**src/rtl/mux2_1_arbiter.sv**
```systemverilog
// rtl/mux2_1_arbiter.sv - round-robin arbiter and sequencer for a shared 2:1 mux datapath
// Grants one of two requesters, drives the registered mux select and a valid/ready output.
module mux2_1_arbiter #(
  parameter int W         = 3,
  parameter int MAX_BURST = 4
) (
  input  logic         clk,
  input  logic         rst,
  input  logic         req0,
  input  logic [W-1:0] in0,
  output logic         ack0,
  input  logic         req1,
  input  logic [W-1:0] in1,
  output logic         ack1,
  output logic [W-1:0] out_data,
  output logic         out_valid,
  input  logic         out_ready,
  output logic         cntrl,
  output logic         busy
);

  localparam int CW = (MAX_BURST > 1) ? $clog2(MAX_BURST) : 1;

  typedef enum logic [1:0] {IDLE, G0, G1} state_t;

  state_t        state, state_nx;
  logic          cntrl_nx;
  logic          last, last_nx;
  logic [CW-1:0] cnt, cnt_nx;
  logic          gx, rqx, xfer, rel;
  logic [1:0]    pick;

  // Returns {grant_valid, index}; on a tie the side that did not go last wins.
  function automatic logic [1:0] arb(input logic l, input logic r0, input logic r1);
    if (r0 && r1) return {1'b1, ~l};
    else if (r0)  return 2'b10;
    else if (r1)  return 2'b11;
    else          return 2'b00;
  endfunction

  always_ff @(posedge clk or posedge rst) begin
    if (rst) begin
      state <= IDLE;
      cntrl <= 1'b0;
      last  <= 1'b1;
      cnt   <= '0;
    end else begin
      state <= state_nx;
      cntrl <= cntrl_nx;
      last  <= last_nx;
      cnt   <= cnt_nx;
    end
  end

  always_comb begin
    state_nx  = state;
    cntrl_nx  = cntrl;
    last_nx   = last;
    cnt_nx    = cnt;
    out_valid = 1'b0;
    ack0      = 1'b0;
    ack1      = 1'b0;
    gx        = (state == G1);
    rqx       = gx ? req1 : req0;
    xfer      = 1'b0;
    rel       = 1'b0;
    pick      = 2'b00;
    if (state == IDLE) begin
      pick = arb(last, req0, req1);
      if (pick[1]) begin
        state_nx = pick[0] ? G1 : G0;
        cntrl_nx = pick[0];
        cnt_nx   = '0;
      end
    end else begin
      out_valid = rqx;
      xfer      = rqx & out_ready;
      ack0      = xfer & ~gx;
      ack1      = xfer & gx;
      rel       = ~rqx | (xfer && (cnt == CW'(MAX_BURST - 1)));
      if (rel) begin
        // Re-arbitrate in the same cycle so a handover costs no idle beat.
        last_nx = gx;
        cnt_nx  = '0;
        pick    = arb(gx, req0, req1);
        if (pick[1]) begin
          state_nx = pick[0] ? G1 : G0;
          cntrl_nx = pick[0];
        end else begin
          state_nx = IDLE;
        end
      end else if (xfer) begin
        cnt_nx = cnt + CW'(1);
      end
    end
  end

  assign out_data = cntrl ? in1 : in0;
  assign busy     = (state != IDLE);

endmodule
```
**config.mk**
```make
export PLATFORM = sky130hd
export DESIGN_NAME = mux2_1_arbiter
export DESIGN_NICKNAME = d
export VERILOG_FILES = /design/src/rtl/mux2_1_arbiter.sv
export SDC_FILE = /design/constraint.sdc
export NUM_CORES = 1
export LEC_CHECK = 0
export ABC_AREA = 1
export CAP_MARGIN = 20
export CORE_AREA = 2 2 39 41
export CTS_CLUSTER_DIAMETER = 30
export CTS_CLUSTER_SIZE = 14
export DETAILED_ROUTE_END_ITERATION = 8
export DIE_AREA = 0 0 41 43
export MAX_ROUTING_LAYER = met4
export PLACE_DENSITY_LB_ADDON = 0.25
export SLEW_MARGIN = 20
export SYNTH_ARGS = -nofsm -noshare
export SYNTH_HDL_FRONTEND = slang
export SYNTH_SLANG_ARGS = --single-unit
```
**constraint.sdc**
```tcl
create_clock -name clk -period 1 [get_ports clk]
set_clock_uncertainty 0.05 [all_clocks]
set_input_delay 0.2 -clock clk [delete_from_list [all_inputs] [get_ports clk]]
set_output_delay 0.2 -clock clk [all_outputs]
set_load 0.01 [all_outputs]
```
==> metrics.md <==
| Metric | Value |
|---|---|
| Status | `finished, violations left` |
| Failing checks | `setup timing` |
| Initial Utilization | `30.02%` |
| P&R area growth vs syn | `113.9%` |
| Setup-failing EPs final | `14` |
| Pleak | `0.4608 nW` |
| DIE HEIGHT | `43 um` |
| Most common cell after layout, fill and taps aside | `buf_4` |
| Tcrit/Tclk final | `140.9%` |
| Commonest cells after routing, fill and taps aside | `buf_4, nand2_1, clkdlybuf4s50_1` |
| Max VDD drop | `1.531 mV` |
| Largest fanout on the critical path | `7` |
| Fmax | `0.7095 GHz` |
| Synthesized net count | `71` |
| GRT Max-Usage Layer | `met2` |
| Worst EP required | `0.75 ns` |
| Setup crit end kind | `primary output` |
| Diode count | `0` |
| RSZ-0062 raised after global routing | `yes` |
| Total CTS buffers | `3` |
| Final WL | `1.163 mm` |
| Die area | `1763 um^2` |
| GR Util All Layers | `16.55%` |
| # rows | `14` |
| Clk sink count | `6` |
| Pins Over Slew Limit | `0` |
| Register area share after synthesis | `36.45%` |
| Number of global-route vias before repair | `511` |
| Netlist cell types | `15` |
| Root buffer cell | `clkbuf_4` |
| Reg area | `153.9 um^2` |
| Synth Register Bits | `6` |
| CTS tree | `done` |
| Share of cells above drive strength 1 | `61.86%` |
| Ports | `19` |
| Hold WC Path Type | `in2async` |
| Number of vias per cell | `4.637` |
| CTS Hold Buffers Added | `0` |
| Slew @ Worst Pin | `0.2146 ns` |
| Post-route setup slack | `-0.4094 ns` |
| Met1 Usage GRT | `16.67%` |
| Post-DP HPWL | `912.6 um` |
| Largest net degree at the start of global routing | `8` |
| WS Path Type | `reg2out` |
| Filler cells | `130` |
| Core Region | `1384 um^2` |
| DRC violations left | `0` |
| P per Cell Area | `2575 nW/um^2` |
| Yosys warning count | `0` |
| DRT iter0 DRCs | `6` |
| Die Wd | `41 um` |
| Avg Inst Size Synth | `7.041 um^2` |
| GRT overflow | `0` |
| Slew headroom | `85.68%` |
| Multi-input gate area | `350.3 um^2` |
| DRT Pass-1 Iters | `2` |
| Fin crit period | `1.409 ns` |
| Placed Cells | `104` |
| Nature of the critical path startpoint | `flip-flop` |
| Setup TNS | `-4.300 ns` |
| Critical path arrival | `1.16 ns` |
| Final Hold Vio Count | `0` |
| Initial antenna violation count | `0` |
| Routed vias | `524` |
| Wire length of the first global-routing pass | `1.904 mm` |
| Max cap viols | `0` |
| Max Root-Sink Buffers | `2` |
| Mapped Cells | `59` |
| Final Non-Filler Cells | `113` |
| Post-route ant nets | `0` |
| Gpl congestion | `0.7149` |
| Buffers on Ports | `18` |
| Fin nets | `110` |
| H-tree depth | `1` |
| GRT met3 Usage | `6.283%` |
| M2 GR Usage | `28.44%` |
| Clock transition at path regs | `0.05 ns` |
| Post-Syn Area | `415.4 um^2` |
| Avg WL per Cell | `10.29 um` |
| Worst skew pair latency | `0.25 ns` |
[Yosys cell counts]
| library cell | instances | area, um^2 |
|---|---|---|
| nand2_1 | 17 | 63.81 |
| inv_1 | 10 | 37.54 |
| nand3_1 | 6 | 30.03 |
| dfrtp_1 | 5 | 125.1 |
| nor2_1 | 5 | 18.77 |
| mux2_2 | 3 | 33.78 |
| nand2_2 | 3 | 18.77 |
| nand4_1 | 2 | 12.51 |
| o21ai_0 | 2 | 10.01 |
| a22oi_1 | 1 | 7.510 |
| dfstp_2 | 1 | 26.28 |
| ha_1 | 1 | 12.51 |
| inv_2 | 1 | 3.750 |
| nand3_2 | 1 | 10.01 |
| nor3_1 | 1 | 5.000 |
[state kept, by name, indices dropped and copies added (netlist names)]
| name | flops |
|---|---|
| cnt | 2 |
| cntrl | 1 |
| last | 1 |
| state | 2 |
[final cells by class]
cell class / count / area share [%]
inverter: 11 / 4.930
multi-input combinational: 42 / 39.44
tap: 16 / 2.254
sequential: 6 / 17.32
clock buffer: 4 / 2.958
timing repair buffer: 34 / 33.10
[metal layers]
metal / part of all wire [%] / vias to the layer above
li1: - / 265
met3: 9.5 / 2
met1: 36 / 241
met4: 0.52 / 0
met5: 0 / -
met2: 54 / 16
[power by group]
group	leakage [nW]	internal (mW)	switching, mW
clock network	0.0150	0.152	0.101
logic	0.374	0.818	0.719
registers	0.0717	0.368	0.129
total	0.461	1.34	0.949
[metrics by stage]
step | util [%] | setup WS, ns | power (mW) | hold WS (ns) | instance area, um^2
finish | 64.20 | -0.4094 | 2.287 | 0.1043 | 888.4
global route | 64.20 | -0.4780 | 2.488 | 0.1185 | 888.4
CTS | 60.04 | -0.4300 | 2.129 | 0.1103 | 830.8
detailed placement | 53.53 | -0.7555 | 1.648 | 0.3770 | 740.7
global placement | 53.53 | -0.7518 | 1.621 | 0.3765 | 740.7
floorplan | - | -0.05097 | 1.096 | -0.05984 | 457.9
[critical path, stage by stage, from the launching register on]
cell and delay (ns):
dfrtp_1 0.40, inv_4 0.08, buf_4 0.14, nor3_2 0.14, buf_2 0.14
[worst paths after layout]
check                         start       end  slack, ns  cells past startpoint
min reg2reg                  cnt[1]    cnt[1]       0.45                      2
max                        state[0]      ack0      -0.41                      4
max in group asynchronous       rst      last       0.55                      2
min                             rst  state[0]       0.10                      2
min in group clk             cnt[1]    cnt[1]       0.45                      2
max reg2reg                state[0]      last      -0.31                      7
[cell families (layout without fill, tap and decap cells)]
family | after synthesis | after routing | synth area share (%)
AOI/OAI and AO/OA | 3 | 3 | 4.218
buffers and inverters | 11 | 49 | 9.940
and+or+nand+nor | 35 | 35 | 38.25
adders and majority gates | 1 | 1 | 3.012
muxes | 3 | 3 | 8.132
DFF | 6 | 6 | 36.45
[repair_timing]
| action | in CTS | in global routing |
|---|---|---|
| buffers inserted | 5 | 1 |
| gates resized for setup | 43 | 17 |
| hold endpoints to repair | 0 | 0 |
| endpoints found under the setup margin | 14 | 14 |
| pin swaps | 11 | 11 |
Power figures use the tool's default switching activity.
